File: config.mk
export PLATFORM = sky130hd
export DESIGN_NAME = pe_row_mf
export DESIGN_NICKNAME = d
export VERILOG_FILES = /design/src/rtl/pe_pkg.sv /design/src/rtl/pe_mac.sv /design/src/rtl/pe_row_mf.sv
export SDC_FILE = /design/constraint.sdc
export NUM_CORES = 1
export LEC_CHECK = 0
export ABC_AREA = 1
export BUFFER_PORTS_ARGS = -buffer_cell sky130_fd_sc_hd__buf_4
export CORE_ASPECT_RATIO = 1.2
export CORE_MARGIN = 4
export CORE_UTILIZATION = 60
export DETAILED_ROUTE_END_ITERATION = 16
export PLACE_DENSITY = 0.78
export RECOVER_POWER = 50
export REMOVE_ABC_BUFFERS = 1
export SLEW_MARGIN = 15
export SYNTH_ARGS = -nofsm -noshare
export SYNTH_HDL_FRONTEND = slang
export SYNTH_SLANG_ARGS = --single-unit
export TNS_END_PERCENT = 5
File: constraint.sdc
create_clock -name clk -period 14.4 [get_ports clk]
set_clock_uncertainty 0.15 [all_clocks]
set_input_delay 1.44 -clock clk [delete_from_list [all_inputs] [get_ports clk]]
set_output_delay 1.44 -clock clk [all_outputs]
set_load 0.1 [all_outputs]
File: src/rtl/pe_pkg.sv
// Shared definitions for the row-stationary PE: FSM encoding and sizing helpers.
package pe_pkg;

  typedef enum logic [2:0] {
    IDLE,
    LD_IACT,
    LD_WGT,
    INIT,
    MAC,
    OUT
  } pe_state_e;

  function automatic int out_size(input int iact, input int kernel, input int stride);
    return (iact - kernel) / stride + 1;
  endfunction

  // Bits needed to index 0..n-1, never less than one bit.
  function automatic int cnt_width(input int n);
    return (n < 2) ? 1 : $clog2(n);
  endfunction

endpackage

File: src/rtl/pe_mac.sv
// Signed multiply-accumulate slice with clear and parallel-load controls.
module pe_mac
  import pe_pkg::*;
#(
  parameter int D_WIDTH   = 16,
  parameter int ACC_WIDTH = 32
) (
  input  logic                        clk,
  input  logic                        rst,
  input  logic                        clear,
  input  logic                        load,
  input  logic signed [ACC_WIDTH-1:0] load_value,
  input  logic                        mac_en,
  input  logic signed [D_WIDTH-1:0]   a,
  input  logic signed [D_WIDTH-1:0]   b,
  output logic signed [ACC_WIDTH-1:0] acc
);

  logic signed [2*D_WIDTH-1:0] product;
  logic signed [ACC_WIDTH-1:0] product_ext;

  assign product     = (2*D_WIDTH)'(a) * (2*D_WIDTH)'(b);
  // Size cast of a signed value sign-extends; the sum wraps naturally.
  assign product_ext = ACC_WIDTH'(product);

  always_ff @(posedge clk) begin
    if (rst) begin
      acc <= '0;
    end else if (clear) begin
      acc <= '0;
    end else if (load) begin
      acc <= load_value;
    end else if (mac_en) begin
      acc <= acc + product_ext;
    end
  end

endmodule

File: src/rtl/pe_row_mf.sv
// Row-stationary PE: buffers an iact row and NUM_FILTERS weight rows, then streams
// one strided sliding-window psum per (filter, output position).
module pe_row_mf
  import pe_pkg::*;
#(
  parameter int D_WIDTH     = 16,
  parameter int ACC_WIDTH   = 32,
  parameter int IACT_SIZE   = 5,
  parameter int KERNEL_SIZE = 3,
  parameter int NUM_FILTERS = 2,
  parameter int STRIDE      = 1
) (
  input  logic                 clk,
  input  logic                 rst,
  input  logic                 start,
  input  logic                 acc_en,
  input  logic [D_WIDTH-1:0]   iact_in,
  input  logic                 iact_valid,
  input  logic [D_WIDTH-1:0]   weight_in,
  input  logic                 weight_valid,
  input  logic [ACC_WIDTH-1:0] psum_in,
  input  logic                 psum_in_valid,
  output logic                 psum_in_ready,
  output logic [ACC_WIDTH-1:0] psum_out,
  output logic                 psum_out_valid,
  input  logic                 psum_out_ready,
  output logic                 load_iact,
  output logic                 load_weight,
  output logic                 busy,
  output logic                 done
);

  localparam int OUT_SIZE = out_size(IACT_SIZE, KERNEL_SIZE, STRIDE);
  localparam int NUM_WGT  = NUM_FILTERS * KERNEL_SIZE;
  localparam int IAW      = cnt_width(IACT_SIZE);
  localparam int WW       = cnt_width(NUM_WGT);
  localparam int KW       = cnt_width(KERNEL_SIZE);
  localparam int OW       = cnt_width(OUT_SIZE);
  localparam int FW       = cnt_width(NUM_FILTERS);

  pe_state_e state, next_state;

  logic                      acc_en_r;
  logic signed [D_WIDTH-1:0] iact_buf [IACT_SIZE];
  logic signed [D_WIDTH-1:0] wgt_buf  [NUM_WGT];
  logic [IAW-1:0]            iact_cnt;
  logic [WW-1:0]             wgt_cnt;
  logic [KW-1:0]             k_cnt;
  logic [OW-1:0]             o_cnt;
  logic [FW-1:0]             f_cnt;
  logic [IAW-1:0]            iact_idx;
  logic [WW-1:0]             wgt_idx;

  logic iact_last, wgt_last, k_last, o_last, f_last;
  logic iact_accept, wgt_accept, out_fire;
  logic mac_clear, mac_load, mac_en;
  logic signed [ACC_WIDTH-1:0] acc;

  assign iact_last   = (iact_cnt == IAW'(IACT_SIZE - 1));
  assign wgt_last    = (wgt_cnt  == WW'(NUM_WGT - 1));
  assign k_last      = (k_cnt    == KW'(KERNEL_SIZE - 1));
  assign o_last      = (o_cnt    == OW'(OUT_SIZE - 1));
  assign f_last      = (f_cnt    == FW'(NUM_FILTERS - 1));
  assign iact_accept = (state == LD_IACT) && iact_valid;
  assign wgt_accept  = (state == LD_WGT) && weight_valid;
  assign out_fire    = (state == OUT) && psum_out_ready;

  assign iact_idx = IAW'(int'(o_cnt) * STRIDE + int'(k_cnt));
  assign wgt_idx  = WW'(int'(f_cnt) * KERNEL_SIZE + int'(k_cnt));

  assign busy     = (state != IDLE);
  assign psum_out = psum_out_valid ? acc : '0;

  always_ff @(posedge clk) begin
    if (rst) begin
      state <= IDLE;
    end else begin
      state <= next_state;
    end
  end

  always_comb begin
    next_state     = state;
    psum_in_ready  = 1'b0;
    psum_out_valid = 1'b0;
    load_iact      = 1'b0;
    load_weight    = 1'b0;
    done           = 1'b0;
    mac_clear      = 1'b0;
    mac_load       = 1'b0;
    mac_en         = 1'b0;
    case (state)
      IDLE: begin
        if (start) next_state = LD_IACT;
      end
      LD_IACT: begin
        if (iact_valid && iact_last) begin
          load_iact  = 1'b1;
          next_state = LD_WGT;
        end
      end
      LD_WGT: begin
        if (weight_valid && wgt_last) begin
          load_weight = 1'b1;
          next_state  = INIT;
        end
      end
      INIT: begin
        // Accumulating windows wait here for the psum from the PE below.
        if (acc_en_r) begin
          psum_in_ready = 1'b1;
          if (psum_in_valid) begin
            mac_load   = 1'b1;
            next_state = MAC;
          end
        end else begin
          mac_clear  = 1'b1;
          next_state = MAC;
        end
      end
      MAC: begin
        mac_en = 1'b1;
        if (k_last) next_state = OUT;
      end
      OUT: begin
        psum_out_valid = 1'b1;
        if (psum_out_ready) begin
          if (f_last && o_last) begin
            done       = 1'b1;
            next_state = IDLE;
          end else begin
            next_state = INIT;
          end
        end
      end
      default: next_state = IDLE;
    endcase
  end

  always_ff @(posedge clk) begin
    if (rst) begin
      acc_en_r <= 1'b0;
      iact_cnt <= '0;
      wgt_cnt  <= '0;
      k_cnt    <= '0;
      o_cnt    <= '0;
      f_cnt    <= '0;
    end else begin
      if (state == IDLE && start) begin
        acc_en_r <= acc_en;
        iact_cnt <= '0;
        wgt_cnt  <= '0;
        k_cnt    <= '0;
        o_cnt    <= '0;
        f_cnt    <= '0;
      end
      if (iact_accept) iact_cnt <= iact_last ? '0 : iact_cnt + 1'b1;
      if (wgt_accept)  wgt_cnt  <= wgt_last  ? '0 : wgt_cnt + 1'b1;
      if (state == MAC) k_cnt <= k_last ? '0 : k_cnt + 1'b1;
      // Output order is filter-major: o sweeps fully before f advances.
      if (out_fire) begin
        if (o_last) begin
          o_cnt <= '0;
          f_cnt <= f_last ? '0 : f_cnt + 1'b1;
        end else begin
          o_cnt <= o_cnt + 1'b1;
        end
      end
    end
  end

  always_ff @(posedge clk) begin
    if (iact_accept) iact_buf[iact_cnt] <= iact_in;
    if (wgt_accept)  wgt_buf[wgt_cnt]   <= weight_in;
  end

  pe_mac #(
    .D_WIDTH  (D_WIDTH),
    .ACC_WIDTH(ACC_WIDTH)
  ) u_mac (
    .clk       (clk),
    .rst       (rst),
    .clear     (mac_clear),
    .load      (mac_load),
    .load_value($signed(psum_in)),
    .mac_en    (mac_en),
    .a         (iact_buf[iact_idx]),
    .b         (wgt_buf[wgt_idx]),
    .acc       (acc)
  );

endmodule

Word level (Yosys, flattened, before mapping):

Memories as Yosys holds them, arrays and structs flattened.
Cells that the tools add are included.

* register bits after elaboration: 47
* latch bits: 0
* bits in writable memories: 176
* bits in read-only memories: 0
* input port bits: 72
* output and inout port bits: 38
* word-level logic and storage cells: 97
* memories kept: 2

* add/subtract/negate cells: 8
* multipliers: 2
* divide/modulo/power cells: 0
* $lt $le $gt $ge: 0
* equality and inequality tests: 15
* shift operators: 0
* muxes and demuxes: 46
* bitwise logic cells: 0
* reductions and logical operators: 16

Memory list
* wgt_buf: depth 6, width 16, rd ports 1, clocked after memory_dff 0, write ports 1, RTL line pe_row_mf.sv:45 `logic signed [D_WIDTH-1:0] wgt_buf [NUM_WGT];`
* iact_buf: depth 5, width 16, rd ports 1, clocked after memory_dff 0, write ports 1, RTL line pe_row_mf.sv:44 `logic signed [D_WIDTH-1:0] iact_buf [IACT_SIZE];`

Operators with widths (number)
* $mux 32: 3
* $mux 3: 12
* $add 32x32->32: 1
* $mul 16x16->32: 1
* $mux 1: 24
* $pmux 3 s6: 1
* $eq 3x3->1 const B: 4
* $mux 2: 6
* $reduce_bool 2->1: 5
* $logic_and 1x1->1: 7
* $add 3x1->3 const B: 2
* $eq 3x2->1 const B: 2
* $ne 2x2->1 const B: 3
* $reduce_and 6->1: 1
* $add 2x1->2 const B: 2
* $eq 2x2->1 const B: 2
* $ne 2x1->1 const B: 2
* $add 2x2->3: 1
* $add 3x2->3: 1
* $eq 3x1->1 const B: 1
* $logic_not 3->1: 1
* $mul 1x2->3 const B: 1
* $ne 3x3->1 const B: 1
* $reduce_bool 3->1: 1
* other kinds (2): 2

Longest topological paths before layout:

An unclocked memory read counts as a cell.

* depth in word-level cells: 7
* depth in mapped cells: 35
* mapped depth without buffers: 34

Cells and area by module:

From an unflattened synthesis, not the netlist that was laid out.

* cell total of the unflattened synthesis: 2426
* area, all modules: 21051.4 um2

Modules (own cells, without submodules)
* pe_mac: instances 1, cells an instance 1701, area each 13055.0 um2, sequential area each 640.6 um2
* pe_row_mf: instances 1, cells an instance 725, area each 7996.4 um2, sequential area each 5585.4 um2

Least setup slack after synthesis:

OpenSTA, ideal clock, no wires.

* kind: register -> register
* from: register k_cnt[0]
* to: register u_mac.acc[29]
* library setup time: 137 ps
* arrival time: 6705 ps
* required time: 14113 ps
* setup slack: 7408 ps
* cell stages (with the launch flop): 31
* buffers on the path: 1
* clock period less this slack: 6992 ps
* cells stage by stage: dfxtp_1 ha_1 inv_1 fa_1 inv_1 clkbuf_1 a32o_1 o21ai_4 inv_2 nor2_2 fa_1 inv_1 fa_1 inv_1 fa_1 inv_1 fa_1 inv_1 fa_1 inv_1 fa_1 inv_1 ha_1 nand2_1 nor2_1 nand2_1 or2_2 nand3_1 nor2_1 o21bai_1 a21oi_1

* word-level cells in the longest chain between the ends: 6
* elaborated cells between the ends (all ways): 8
* classes of those cells: add/sub (3); mul (1); mux (2); memory (2)

RTL lines
* from (decl): RTL line pe_row_mf.sv:48 `logic [KW-1:0] k_cnt;`
* from (signal assigned): RTL line pe_row_mf.sv:159 `if (state == MAC) k_cnt <= k_last ? '0 : k_cnt + 1'b1;`
* $add 3x2->3 or $add 2x2->3 (tied branches): RTL line pe_row_mf.sv:69, pe_row_mf.sv:68
* $mem_v2 6x16 or $mem_v2 5x16 (tied branches)
* $mul 16x16->32 (*): RTL line pe_mac.sv:22 `assign product = (2*D_WIDTH)'(a) * (2*D_WIDTH)'(b);`
* $add 32x32->32 (*): RTL line pe_mac.sv:34 `acc <= acc + product_ext;`
* $mux 32 (*): RTL line pe_mac.sv:33 `end else if (mac_en) begin`
* $mux 32 (*): RTL line pe_mac.sv:31 `end else if (load) begin`
* to (signal assigned): RTL line pe_mac.sv:32 `acc <= load_value;`
* to (signal assigned): RTL line pe_mac.sv:34
* to (decl): RTL line pe_mac.sv:16 `output logic signed [ACC_WIDTH-1:0] acc`

Mark *: on every way between the ends. The rest lies on a longest branch, timed or not. The select of a mux whose other input is x is not followed.
A chain may end at the register's enable or synchronous reset.

Worst setup path in the final report:

* from: register k_cnt[0]
* to: register u_mac.acc[28]

The elaborated chain is that of the path after synthesis.

==> impl_results.md <==
- Status: completed
- Ys flop type: edfxtp_1
- Core area: between 30,000 and 40,000 um^2
- Routed WL per cell: 20.0 um
- Critical Path Sink Type: flip-flop
- Synth unique cells: 50
- Synth warnings: 0
- Number of synthesized flops with an enable pin: about 180
- Routability cong.: approximately 1.1
- Cts hold-fix bufs: 0
- Synth top area share: 0.284
- FILL cells: ~2,800
- Ant diodes: 0
- CTS root buf: clkbuf_16
- DRT iter0 DRCs: 1,273
- Clock Sinks: roughly 220
- Fin area: approximately 22,000 um^2
- Post-CTS Resized: 0
- PortBufs: ~110
- CTS max path bufs: 3
- Share of layout cells above drive strength 1: 0.0846
- Routed WL: about 56,000 um
- Setup Fix Bufs, Post-CTS: 0
- DR vias: between 15,000 and 20,000
- Cell taking the most area after synthesis: fa_1
- Routed Antenna Nets: 0
- Count leader, synth: inv_1
- Vias in the first global route: 16,399
- Synth area leaders: fa_1 28%, edfxtp_1 26%, inv_1 8.5%
- I/O pin cnt: 110
- Post-Layout Cell Count: 2,807
- # Max-Cap Violations: 0
- Die W: between 150 and 200 um
- Dpl cells: 2,766
- Hold Crit Class: reg -> reg
- Cells after Synth: between 2,000 and 2,500
- Clock Latency Late Sink: 0.54 ns
- Drt pass-1 iters: 5
- NumNets Final: 2,803
- Period utilisation layout: 0.623
- Worst path slowest cell: o21ai_1
- DRC Markers: 0
- Commonest cells in the netlist: 469 x inv_1, 414 x nand2_1, 294 x fa_1, 258 x nor2_1, 176 x edfxtp_1
- Final hold violations: 0
- Setup Crit Path Kind: reg -> reg
- CTS tree: done
- CP arrival: ~9.2 ns
- Slew headroom: 0.132
- Final HPWL DP: 43,900 um
- GRT Overall Usage: 0.307
- Chip height: 211 um
- Register area share after synthesis: 0.301
- Critical Path RT: about 15 ns
- TNS Setup: 0 ns
- Nature of the critical path startpoint: flip-flop
- GRT Residual Overflow: 0
- Post-place setup slack: approximately 5.6 ns
- Synth Register Bits: ~220
- Slew Limit Fails: 0
- Pin count of the biggest net entering global routing: 50
- Area after DPL: 21,900 um^2
- Vias per cell: around 5.5
- Initial antenna violation count: 0
- FP Rows: 74
- Max Clk Rate: 111 MHz
- Final Worst Setup Slack: around 5.4 ns
- Starting density of the core: 0.607
- Syn-to-layout area delta: 8.46%
- Mapped cell area: 20,700 um^2
- RSZ-0062 raised after global routing: false
- Least-Margin Pin Slew: between 1 and 1.5 ns
- Post-Syn Area per Cell: approximately 9.2 um^2
- Post-route minimum period: about 9.0 ns
- First-pass GRT wire length: 89,100 um
- Clock slew at reported path FFs: ~0.060 ns
- Final setup violation count: 0
- CTS Buf Count: 23
- CP max FO: 49
- CP max stage delay: 0.92 ns
- Full die area: about 38,000 um^2
- Fraction of registers with async set/reset: 0
- H-tree Lvls: 1
[critical path, delay by kind of cell, from the launching register on]
family | cells | cell delay [ns]
adder cells (fa/ha/maj) | 8 | 3.68
AO/OA/AOI/OAI | 6 | 1.88
buffers and inverters | 8 | 1.64
AND/OR/NAND/NOR | 6 | 1.06
flip-flops | 1 | 0.34
[cell usage in the layout (no fill, tap or decap), types with 5 or more instances in the layout]
| cell type | Yosys | final |
|---|---|---|
| a21oi_1 | 95 | 95 |
| a21oi_2 | 7 | 7 |
| a31oi_1 | 10 | 10 |
| a32o_1 | 29 | 29 |
| buf_4 | 5 | 87 |
| clkbuf_1 | 14 | 40 |
| clkbuf_16 | 0 | 23 |
| clkinv_2 | 1 | 5 |
| dfxtp_1 | 47 | 47 |
| edfxtp_1 | 176 | 176 |
| fa_1 | 294 | 294 |
| ha_1 | 102 | 102 |
| inv_1 | 469 | 471 |
| inv_2 | 16 | 14 |
| nand2_1 | 414 | 414 |
| nand3_1 | 61 | 61 |
| nand4_1 | 10 | 10 |
| nor2_1 | 258 | 254 |
| nor2_2 | 2 | 6 |
| nor3_1 | 16 | 12 |
| o211ai_2 | 5 | 5 |
| o21ai_0 | 55 | 55 |
| o21ai_1 | 23 | 23 |
| o21ai_2 | 17 | 17 |
| o21bai_1 | 19 | 19 |
| or2_2 | 8 | 8 |
| xnor2_1 | 7 | 7 |
| xor2_1 | 10 | 10 |
[layout make-up]
cell class / instances / area, um^2 / area share
clock buffers: 28 / 604 / 0.0269
clock inverters: 13 / 86.3 / 0.00385
inverters: 488 / 1830 / 0.0817
multi-input cells: 1475 / 12300 / 0.549
flip-flops and latches: 223 / 6230 / 0.277
well taps: 456 / 571 / 0.0254
repair buffers: 124 / 796 / 0.0355
[metrics by stage]
step	hold WS [ns]	util
global route	0.368	0.659
finish	0.351	0.659
CTS	0.347	0.663
global placement	0.317	0.643
floorplan	0.307	-
detailed placement	0.336	0.643
[flip-flops by register name (all words and copies together) (netlist names)]
name / cells
f_cnt: 1
state: 3
wgt_buf: 96
u_mac.acc: 32
o_cnt: 2
acc_en_r: 1
iact_buf: 80
iact_cnt: 3
wgt_cnt: 3
k_cnt: 2
[cells by family (layout without fill, tap and decap cells)]
family / after synthesis / in the layout / synth area share
xor gates and xnor gates: 17 / 17 / 0.00719
DFF: 223 / 223 / 0.301
buffers and inverters: 553 / 653 / 0.106
AOI/OAI and AO/OA: 282 / 282 / 0.0886
adders and majority gates: 396 / 396 / 0.346
and+or+nand+nor: 780 / 780 / 0.152
[routing by layer]
metal	vias up	routed length, um	share of wire	GRT usage
li1	7180	-	-	-
met5	-	0	0	0
met1	7579	22600	0.40	0.402
met3	158	3740	0.067	0.0445
met4	0	2700	0.048	0.125
met2	643	27100	0.48	0.517
[path summary, 6_finish.rpt]
path | cells past startpoint | slack [ns] | start | to
setup / recovery | 28 | 5.42 | k_cnt[0] | u_mac.acc[28]
hold / removal | 2 | 0.35 | u_mac.acc[30] | u_mac.acc[30]
setup reg to reg | 28 | 5.42 | k_cnt[0] | u_mac.acc[28]
hold reg to reg | 2 | 0.35 | u_mac.acc[30] | u_mac.acc[30]
Power is not shown: default switching activity piles up to over one toggle a cycle in this logic, so the estimate is an artifact.
